[src/rtl/imem_dmem_arbiter_if.sv]
// Request/response and memory-side bus shared by the fetch unit, the LSU and the memory macro.
// Latency: none, this is only a bundle of wires.
// Backpressure: request channels use valid/ready; response pulses cannot be stalled.
interface imem_dmem_arbiter_if #(
  parameter int ADDR_WIDTH = 32,
  parameter int DATA_WIDTH = 32
);
  logic                      if_req_valid;
  logic                      if_req_ready;
  logic [ADDR_WIDTH-1:0]     if_req_addr;
  logic                      if_rsp_valid;
  logic [DATA_WIDTH-1:0]     if_rsp_data;

  logic                      d_req_valid;
  logic                      d_req_ready;
  logic                      d_req_we;
  logic [DATA_WIDTH/8-1:0]   d_req_be;
  logic [ADDR_WIDTH-1:0]     d_req_addr;
  logic [DATA_WIDTH-1:0]     d_req_wdata;
  logic                      d_rsp_valid;
  logic [DATA_WIDTH-1:0]     d_rsp_data;

  logic                      mem_en;
  logic [DATA_WIDTH/8-1:0]   mem_we;
  logic [ADDR_WIDTH-1:0]     mem_addr;
  logic [DATA_WIDTH-1:0]     mem_wdata;
  logic [DATA_WIDTH-1:0]     mem_rdata;

  // Arbiter side.
  modport slave (
    input  if_req_valid, if_req_addr,
    input  d_req_valid, d_req_we, d_req_be, d_req_addr, d_req_wdata,
    input  mem_rdata,
    output if_req_ready, if_rsp_valid, if_rsp_data,
    output d_req_ready, d_rsp_valid, d_rsp_data,
    output mem_en, mem_we, mem_addr, mem_wdata
  );

  // Requester and memory side.
  modport master (
    output if_req_valid, if_req_addr,
    output d_req_valid, d_req_we, d_req_be, d_req_addr, d_req_wdata,
    output mem_rdata,
    input  if_req_ready, if_rsp_valid, if_rsp_data,
    input  d_req_ready, d_rsp_valid, d_rsp_data,
    input  mem_en, mem_we, mem_addr, mem_wdata
  );
endinterface

[src/rtl/imem_dmem_arbiter.sv]
// Shares one single-port word memory between instruction fetch and load/store, one transaction at a time.
// Latency: accept at T, mem_en at T+1, response pulse at T+2+MEM_LATENCY.
// Backpressure: readies only in IDLE; data wins conflicts unless fetch has waited STARVE_LIMIT grants.
module imem_dmem_arbiter #(
  parameter int ADDR_WIDTH   = 32,
  parameter int DATA_WIDTH   = 32,
  parameter int MEM_LATENCY  = 1,
  parameter int STARVE_LIMIT = 4
) (
  input logic               clk,
  input logic               reset,
  imem_dmem_arbiter_if.slave bus
);
  localparam int SW = (STARVE_LIMIT > 0) ? $clog2(STARVE_LIMIT + 1) : 1;
  localparam int WW = $clog2(MEM_LATENCY + 1);

  typedef enum logic [1:0] {IDLE, ISSUE, WAIT, RESP} state_t;

  state_t          state;
  logic [SW-1:0]   starve_cnt;
  logic [WW-1:0]   wait_cnt;
  logic            cmd_is_d;
  logic            cmd_is_store;

  logic            fetch_wins;
  logic            if_grant;
  logic            d_grant;
  logic            wait_done;
  logic            unused_addr_bits;

  // Word-aligned memory: the byte offset of a request carries no meaning here.
  assign unused_addr_bits = ^{bus.if_req_addr[1:0], bus.d_req_addr[1:0]};

  // Grant selection in IDLE; at most one ready is ever high.
  always_comb begin
    fetch_wins = (STARVE_LIMIT == 0) || (int'(starve_cnt) >= STARVE_LIMIT);
    if_grant   = (state == IDLE) && !reset && bus.if_req_valid &&
                 (!bus.d_req_valid || fetch_wins);
    d_grant    = (state == IDLE) && !reset && bus.d_req_valid &&
                 !(bus.if_req_valid && fetch_wins);
    wait_done  = (int'(wait_cnt) == MEM_LATENCY);
  end

  assign bus.if_req_ready = if_grant;
  assign bus.d_req_ready  = d_grant;

  // Transaction sequencer: accept, drive the memory, wait out its latency, pulse the response.
  always_ff @(posedge clk) begin
    if (reset) begin
      state            <= IDLE;
      starve_cnt       <= '0;
      wait_cnt         <= '0;
      cmd_is_d         <= 1'b0;
      cmd_is_store     <= 1'b0;
      bus.mem_en       <= 1'b0;
      bus.mem_we       <= '0;
      bus.mem_addr     <= '0;
      bus.mem_wdata    <= '0;
      bus.if_rsp_valid <= 1'b0;
      bus.if_rsp_data  <= '0;
      bus.d_rsp_valid  <= 1'b0;
      bus.d_rsp_data   <= '0;
    end else begin
      bus.if_rsp_valid <= 1'b0;
      bus.d_rsp_valid  <= 1'b0;
      case (state)
        IDLE: begin
          if (if_grant || d_grant) begin
            cmd_is_d     <= d_grant;
            cmd_is_store <= d_grant && bus.d_req_we;
            bus.mem_en   <= 1'b1;
            if (d_grant) begin
              bus.mem_addr  <= {bus.d_req_addr[ADDR_WIDTH-1:2], 2'b00};
              bus.mem_we    <= bus.d_req_we ? bus.d_req_be : '0;
              bus.mem_wdata <= bus.d_req_wdata;
            end else begin
              bus.mem_addr  <= {bus.if_req_addr[ADDR_WIDTH-1:2], 2'b00};
              bus.mem_we    <= '0;
              bus.mem_wdata <= '0;
            end
            // Count data grants that made a waiting fetch lose.
            if (if_grant || !bus.if_req_valid) begin
              starve_cnt <= '0;
            end else if (int'(starve_cnt) < STARVE_LIMIT) begin
              starve_cnt <= starve_cnt + 1'b1;
            end
            state <= ISSUE;
          end
        end
        ISSUE: begin
          bus.mem_en <= 1'b0;
          bus.mem_we <= '0;
          wait_cnt   <= WW'(1);
          state      <= WAIT;
        end
        WAIT: begin
          if (wait_done) begin
            if (cmd_is_d) begin
              bus.d_rsp_valid <= 1'b1;
              bus.d_rsp_data  <= cmd_is_store ? '0 : bus.mem_rdata;
            end else begin
              bus.if_rsp_valid <= 1'b1;
              bus.if_rsp_data  <= bus.mem_rdata;
            end
            state <= RESP;
          end else begin
            wait_cnt <= wait_cnt + 1'b1;
          end
        end
        RESP: begin
          state <= IDLE;
        end
        default: begin
          state <= IDLE;
        end
      endcase
    end
  end
endmodule
[src/flat_wrapper.sv]
// flat-port wrapper written by rule: the top's interface ports become plain ports
module imem_dmem_arbiter_flat 
#(
  parameter int ADDR_WIDTH   = 32,
  parameter int DATA_WIDTH   = 32,
  parameter int MEM_LATENCY  = 1,
  parameter int STARVE_LIMIT = 4
)
  (clk, reset, bus_if_req_valid, bus_if_req_addr, bus_d_req_valid, bus_d_req_we, bus_d_req_be, bus_d_req_addr, bus_d_req_wdata, bus_mem_rdata, bus_if_req_ready, bus_if_rsp_valid, bus_if_rsp_data, bus_d_req_ready, bus_d_rsp_valid, bus_d_rsp_data, bus_mem_en, bus_mem_we, bus_mem_addr, bus_mem_wdata);
  imem_dmem_arbiter_if #(.ADDR_WIDTH(ADDR_WIDTH), .DATA_WIDTH(DATA_WIDTH)) bus_i ();
  input logic clk;
  input logic reset;
  input wire logic [$bits(bus_i.if_req_valid)-1:0] bus_if_req_valid;
  input wire logic [$bits(bus_i.if_req_addr)-1:0] bus_if_req_addr;
  input wire logic [$bits(bus_i.d_req_valid)-1:0] bus_d_req_valid;
  input wire logic [$bits(bus_i.d_req_we)-1:0] bus_d_req_we;
  input wire logic [$bits(bus_i.d_req_be)-1:0] bus_d_req_be;
  input wire logic [$bits(bus_i.d_req_addr)-1:0] bus_d_req_addr;
  input wire logic [$bits(bus_i.d_req_wdata)-1:0] bus_d_req_wdata;
  input wire logic [$bits(bus_i.mem_rdata)-1:0] bus_mem_rdata;
  output wire logic [$bits(bus_i.if_req_ready)-1:0] bus_if_req_ready;
  output wire logic [$bits(bus_i.if_rsp_valid)-1:0] bus_if_rsp_valid;
  output wire logic [$bits(bus_i.if_rsp_data)-1:0] bus_if_rsp_data;
  output wire logic [$bits(bus_i.d_req_ready)-1:0] bus_d_req_ready;
  output wire logic [$bits(bus_i.d_rsp_valid)-1:0] bus_d_rsp_valid;
  output wire logic [$bits(bus_i.d_rsp_data)-1:0] bus_d_rsp_data;
  output wire logic [$bits(bus_i.mem_en)-1:0] bus_mem_en;
  output wire logic [$bits(bus_i.mem_we)-1:0] bus_mem_we;
  output wire logic [$bits(bus_i.mem_addr)-1:0] bus_mem_addr;
  output wire logic [$bits(bus_i.mem_wdata)-1:0] bus_mem_wdata;
  assign bus_i.if_req_valid = bus_if_req_valid;
  assign bus_i.if_req_addr = bus_if_req_addr;
  assign bus_i.d_req_valid = bus_d_req_valid;
  assign bus_i.d_req_we = bus_d_req_we;
  assign bus_i.d_req_be = bus_d_req_be;
  assign bus_i.d_req_addr = bus_d_req_addr;
  assign bus_i.d_req_wdata = bus_d_req_wdata;
  assign bus_i.mem_rdata = bus_mem_rdata;
  assign bus_if_req_ready = bus_i.if_req_ready;
  assign bus_if_rsp_valid = bus_i.if_rsp_valid;
  assign bus_if_rsp_data = bus_i.if_rsp_data;
  assign bus_d_req_ready = bus_i.d_req_ready;
  assign bus_d_rsp_valid = bus_i.d_rsp_valid;
  assign bus_d_rsp_data = bus_i.d_rsp_data;
  assign bus_mem_en = bus_i.mem_en;
  assign bus_mem_we = bus_i.mem_we;
  assign bus_mem_addr = bus_i.mem_addr;
  assign bus_mem_wdata = bus_i.mem_wdata;
  imem_dmem_arbiter #(.ADDR_WIDTH(ADDR_WIDTH), .DATA_WIDTH(DATA_WIDTH), .MEM_LATENCY(MEM_LATENCY), .STARVE_LIMIT(STARVE_LIMIT)) u_core (.clk(clk), .reset(reset), .bus(bus_i));
endmodule
[config.mk]
export PLATFORM = sky130hd
export DESIGN_NAME = imem_dmem_arbiter_flat
export DESIGN_NICKNAME = d
export VERILOG_FILES = /design/src/rtl/imem_dmem_arbiter_if.sv /design/src/rtl/imem_dmem_arbiter.sv /design/src/flat_wrapper.sv
export SDC_FILE = /design/constraint.sdc
export NUM_CORES = 1
export LEC_CHECK = 0
export ABC_AREA = 1
export CAP_MARGIN = 20
export CORE_MARGIN = 3
export CORE_UTILIZATION = 44
export CTS_CLUSTER_DIAMETER = 30
export DETAILED_ROUTE_END_ITERATION = 16
export PLACE_DENSITY = 0.93
export SLEW_MARGIN = 20
export SYNTH_ARGS = -nofsm -noshare
export SYNTH_HDL_FRONTEND = slang
export SYNTH_SLANG_ARGS = --single-unit
export TNS_END_PERCENT = 20
[constraint.sdc]
create_clock -name clk -period 3.34 [get_ports clk]
set_input_delay 0.334 -clock clk [delete_from_list [all_inputs] [get_ports clk]]
set_output_delay 0.334 -clock clk [all_outputs]
set_load 0.05 [all_outputs]
==> results of run 1 <==
worst max path at each step:
stage / from / end / cells past startpoint
global placement: reset / u_core.bus.mem_addr[28] / 9
floorplan: u_core.state[0] / bus_if_req_ready / 4
CTS: u_core.state[0] / bus_d_req_ready / 5
finish: u_core.state[0] / bus_d_req_ready / 5
global route: u_core.state[0] / bus_d_req_ready / 5
detailed placement: reset / u_core.bus.mem_addr[28] / 9
sequential cells by signal, indices dropped and copies added, names as in the netlist:
name,flops
u_core.bus.d_rsp_data,32
u_core.bus.if_rsp_data,32
u_core.bus.mem_wdata,32
u_core.bus.mem_addr,30
u_core.bus.mem_we,4
u_core.starve_cnt,3
u_core.state,2
u_core.bus.d_rsp_valid,1
u_core.bus.if_rsp_valid,1
u_core.bus.mem_en,1
u_core.cmd_is_d,1
u_core.cmd_is_store,1
u_core.wait_cnt,1
metal layers:
metal  global-route usage  up-vias  part of all wire
li1                     -     2954                 -
met1                0.269     2692              0.38
met2                0.431      243              0.52
met3               0.0679       48             0.068
met4                0.124        0             0.033
met5                    0        -                 0
cell usage after synthesis:
master    count  area [um2]
nand2_1     210         788
dfxtp_1     141        2820
o21ai_0      91         455
inv_1        76         285
nor2_1       75         282
nand3_1      72         360
a21oi_1      42         210
clkbuf_1     30         113
buf_2        14        70.1
o21ai_1       6        30.0
buf_6         5        56.3
ha_1          5        62.6
buf_4         4        30.0
nand3b_1      4        30.0
conb_1        1        3.75
inv_2         1        3.75
inv_6         1        8.76
nand2_2       1        6.26
nand3_2       1        10.0
nand3_4       1        17.5
nor2_4        1        11.3
o211ai_1      1        7.51
through the flow:
stage | worst slack, ns | total power [mW] | instances
finish | 1.15 | 6.60 | 1210
global route | 1.08 | 6.88 | 1210
CTS | 1.15 | 6.64 | 1210
detailed placement | 0.957 | 4.36 | 1178
global placement | 1.01 | 4.32 | 1178
floorplan | 1.55 | 3.56 | 784
cells by family (layout without fill, tap and decap cells):
family	after synthesis	count (layout)	share of synthesized area
flops	141	141	0.498
compound gates	140	140	0.124
simple gates	365	365	0.266
buf+inv	131	389	0.100
fa+ha+maj	5	5	0.0110
other cells	1	2	0.000662
worst max-delay path, cell delays in order, from the launching register on:
cell,delay [ns]
dfxtp_1,0.33
inv_1,0.11
ha_1,0.32
nand3_4,0.14
nor2_4,0.34
buf_12,0.19
cell usage in the layout, fill, tap and decap left out, drive strengths merged:
master         instances
nor2                  76
clkdlybuf4s50        265
nand3b                 4
a21oi                 42
clkinv                 3
dfxtp                141
o21ai                 97
conb                   2
o211ai                 1
inv                   81
bufinv                 7
ha                     5
clkbuf                19
nand3                 74
buf                   14
nand2                211
power by group through the flow:
stage | clock network (mW) | logic (mW) | registers [mW]
global placement | 0 | 2.24 | 2.07
global route | 2.36 | 2.43 | 2.09
floorplan | 0 | 0.698 | 2.86
detailed placement | 0 | 2.27 | 2.09
CTS | 2.29 | 2.29 | 2.06
finish | 2.26 | 2.28 | 2.06
layout make-up:
cell class	count	area share
sequential	141	0.309
multi-input combinational	512	0.250
timing repair buffer	279	0.307
tap	168	0.0230
clock inverter	13	0.0282
clock buffer	19	0.0496
inverter	78	0.0326
==> results.md, run 1 <==
- CTS Buffer Depth: 2
- Status: completed
- N_diodes: 0
- Die span in y: 119 um
- Clk root buf: clkbuf_16
- Antenna-violating nets left: 0
- Reg2reg setup slack: 1.35 ns
- RePlAce Congestion: 0.826
- Postcts setup bufs: 0
- CTS tree: built
- DR DRC count: 0
- Crit Path Class: register to output port
- Initial core utilization: 0.460
- First-pass GRT wire length: 28,500 um
- Reg2reg end: u_core.bus.mem_addr[31]
- Int Power: 4.24 mW
- Die footprint: 0.0143 mm2
- Psw: 2.37 mW
- Clk sinks: 141
- PD cells: 723 mW/mm2
- WL per Instance: 14.8 um
- Endpoints failing setup: 0
- Endpoint of the worst hold path: u_core.bus.mem_wdata[13]
- GRT Resource Usage Total: 0.245
- FF/Latch Area: 0.00282 mm2
- Worst hold slack: 0.462 ns
- Area after DPL: 0.00842 mm2
- Site Rows: 40
- HP Class: register to register
- Port Buf Inserts: 267
- Layout cells sized above 1: 0.0518
- Vias in the first global route: 5,702
- Cells after synthesis: 783
- Layout fillers: 875
- Multi-input gate area: 0.00228 mm2
- Rel. slew slack: 0.310
- Vias: 5,937
- Final Skew: 0.00485 ns
- Fmax: 457 MHz
- Post-synthesis area per instance: 7.23 um2
- Warnings from Yosys: 0
- DR pass1 iterations: 5
- LEAKAGE: 4.03 nW
- Worst Hold Path Cells: 2
- Crit end category: output port
- Comb pwr share: 0.345
- CTS buffer count: 17
- Post-Syn Area: 0.00566 mm2
- Sequential area share after synthesis: 0.498
- Clock slew at reported path FFs: 0.06 ns
- Startpoint Class: register
- Crit Path Max Fanout: 12
- Min Tclk post-route: 2.19 ns
- Critical path required time: 3.01 ns
- Initial antenna violation count: 0
- Chip Width: 119 um
- Final Net Count: 1,171
- Setup_tns: 0 ns
- VDD IR max: 0.500 mV
- H-tree Lvls: 4
- Fin area: 0.00913 mm2
- Core Region: 0.0123 mm2
- Final Hold Viols: 0
- Arrival @ worst endpoint: 1.86 ns
- Max-cap check violation count: 0
- Clock latency on the worst-skew pair: 0.41 ns
- I/O Pins: 274
- RSZ-0062 raised after global routing: no
- Largest net degree at the start of global routing: 69
- Reg2reg path depth: 9
- Worst r2r src: u_core.state[0]
- Switching share of power: 0.358
- GR Overflow Total: 0
- Fin. max-slew vios: 0
- Worst Min Path Start: u_core.bus.mem_wdata[13]
- Clock power frac: 0.342
- Tightest Pin Transition: 1.03 ns
- WL final: 17,900 um
- Initial DRC count: 445
- Register bit total from synthesis: 141
- Dpl hpwl: 12,100 um
- Sequential share of power: 0.312
- Utilization after layout: 0.742
- Area grow syn2layout: 61.3%
- Avg Vias per Cell: 4.91
- Post_cts resized: 0
- CTS Hold Bufs: 0
- Post-synth cell types: 22
- Final Cycle Share: 0.656
(Power assumes the default switching activity.)
==> run 2: changes to the inputs <==
Settings changed: CORE_UTILIZATION 44 to 41, PLACE_DENSITY 0.93 to 0.88.
Clock period 3.34 ns to 2.2 ns, I/O delays scaled along.
==> results.md, run 2 (synthesis results as in run 1) <==
- DR pass1 iterations: 5 (unchanged)
- Final Hold Viols: 0 (unchanged)
- LEAKAGE: 3.94 nW (-2.2%)
- HP Class: input pin to register
- Final non-filler cell total: 1,215 (+0.41%)
- Regs by FF count: u_core.bus.d_rsp_data: 32 flops, u_core.bus.if_rsp_data: 32 flops, u_core.bus.mem_wdata: 32 flops
- Die span in y: 124 um (+3.4%)
- Area after DPL: 0.00846 mm2 (+0.45%)
- Core Region: 0.0134 mm2 (+8.8%)
- Worst r2r src: u_core.state[1]
- Vias in the first global route: 5,424 (-4.9%)
- Layout fillers: 1,094 (+25%)
- Arrival @ worst endpoint: 1.81 ns (-0.05 ns)
- Site Rows: 42 (+5.0%)
- Crit end category: output port
- Fin. max-slew vios: 0 (unchanged)
- Clk root buf: clkbuf_16
- Fin area: 0.00898 mm2 (-1.6%)
- Clock latency on the worst-skew pair: 0.41 ns (about the same)
- GR Overflow Total: 0 (unchanged)
- WL per Instance: 14.2 um (-4.2%)
- Post_cts resized: 0 (unchanged)
- Worst Min Path Start: reset
- First-pass GRT wire length: 26,400 um (-7.3%)
- Area grow syn2layout: 58.6%
- Min Tclk post-route: 2.03 ns
- GR peak layer: met2
- Crit Path Class: register to output port
- Final Skew: 0.00778 ns (+0.00293 ns)
- CTS buffer count: 17 (unchanged)
- Setup_tns: 0 ns (unchanged)
- Worst Hold Path Cells: 2 (unchanged)
- Postcts setup bufs: 0 (unchanged)
- PD cells: 1020 mW/mm2 (+41%)
- Rel. slew slack: 0.611 (+0.300)
- WL final: 17,200 um (-3.8%)
- I/O Pins: 274 (unchanged)
- Crit Path Max Fanout: 28 (+16)
- Final Cycle Share: 0.923
- Utilization after layout: 0.670 (-0.0714)
- Dpl hpwl: 11,900 um (-2.3%)
- Max-cap check violation count: 0 (unchanged)
- Initial antenna violation count: 0 (unchanged)
- Met3 GRT Util: 0.0631 (-0.00477)
- Final WS setup: 0.168 ns (-0.982 ns)
- N_diodes: 0 (unchanged)
- Pwr Total: 9.15 mW (+39%)
- DR DRC count: 0 (unchanged)
- Vias: 5,818 (-2.0%)
- Worst hold slack: 0.112 ns (-0.350 ns)
- GRT Resource Usage Total: 0.219 (-0.0256)
- Die footprint: 0.0153 mm2 (+6.9%)
- Port Buf Inserts: 267 (unchanged)
- Reg2reg setup slack: 0.38 ns (-0.97 ns)
- Cells after DPL: 1,187 (+0.76%)
- RePlAce Congestion: 0.753 (-8.9%)
- Initial core utilization: 0.423 (-0.0374)
- CTS tree: built
- Tightest Pin Transition: 0.582 ns (-0.451 ns)
- M1 GR Usage: 0.246 (-0.0231)
- CTS Hold Bufs: 0 (unchanged)
- DP Worst Slack: 0.386 ns (-0.570 ns)
- Largest net degree at the start of global routing: 68 (-1.4%)
- Initial DRC count: 414 (-7.0%)
- M2 GR Usage: 0.386 (-0.0455)
- CTS Buffer Depth: 2 (unchanged)
- RSZ-0062 raised after global routing: no
- Fmax: 492 MHz
- Endpoint of the worst hold path: u_core.wait_cnt
- Antenna-violating nets left: 0 (unchanged)
- Reg2reg path depth: 10 (+1)
- Final Net Count: 1,172 (+0.085%)
- H-tree Lvls: 4 (unchanged)
- Endpoints failing setup: 0 (unchanged)
- Status: completed
- Reg2reg end: u_core.bus.mem_addr[5]
- Clk sinks: 141 (unchanged)
- Avg Vias per Cell: 4.79 (-2.4%)
- Commonest non-fill, non-tap cells in the layout: clkdlybuf4s50_1, nand2_1, dfxtp_1
- Most common cell after layout, fill and taps aside: clkdlybuf4s50_1
- Chip Width: 124 um (+3.4%)
- Critical path required time: 1.98 ns (-1.03 ns)
- Startpoint Class: register
- Layout cells sized above 1: 0.0481 (-0.00370)
- VDD IR max: 0.574 mV (+15%)
- Clock slew at reported path FFs: 0.05 ns (about the same)
[run 2: cell types whose count changed in the layout (fill, tap and decap cells not counted)]
cell             delta
clkinv_4            -1
buf_12              +2
clkbuf_1            +2
buf_2               +1
clkinv_2            -1
clkbuf_8            +2
clkinvlp_4          +3
inv_6               -1
inv_8               -1
clkdlybuf4s50_1     -1
bufinv_16           -7
buf_4               -1
[run 2: cell type report]
cell class | instances | area (um2) | area share
Tap cell | 176 | 220 | 0.0245
Clock buffer | 23 | 488 | 0.0543
Inverter | 78 | 298 | 0.0331
Multi-Input combinational cell | 512 | 2280 | 0.254
Clock inverter | 5 | 36.3 | 0.00404
Sequential cell | 141 | 2820 | 0.314
Timing Repair Buffer | 280 | 2840 | 0.316
[run 2: worst max-delay path: stages (launching register included)]
cell and delay, ns:
dfxtp_1 0.33, inv_1 0.12, ha_1 0.31, nand3_4 0.13, nor2_4 0.17, buf_12 0.20, buf_12 0.15
[run 2: worst max-delay path by stage]
stage / to / start / cells after the start
after floorplan: bus_if_req_ready / u_core.state[0] / 4
after global placement: u_core.bus.mem_addr[31] / u_core.state[0] / 10
after detailed placement: u_core.bus.mem_addr[26] / u_core.state[1] / 10
after CTS: bus_d_req_ready / u_core.state[1] / 6
after global routing: bus_d_req_ready / u_core.state[1] / 6
final: bus_d_req_ready / u_core.state[1] / 6
[run 2: per-layer routing]
layer	vias up	wire, um
li1	2946	-
met1	2652	6730
met2	190	8930
met3	30	1170
met4	0	413
met5	-	0
[run 2: report_power, final]
| group | total [mW] | internal (mW) | switching, mW | leakage (nW) |
|---|---|---|---|---|
| logic | 3.46 | 1.19 | 2.27 | 2.54 |
| clock network | 2.57 | 1.54 | 1.03 | 0.249 |
| registers | 3.13 | 2.94 | 0.190 | 1.15 |
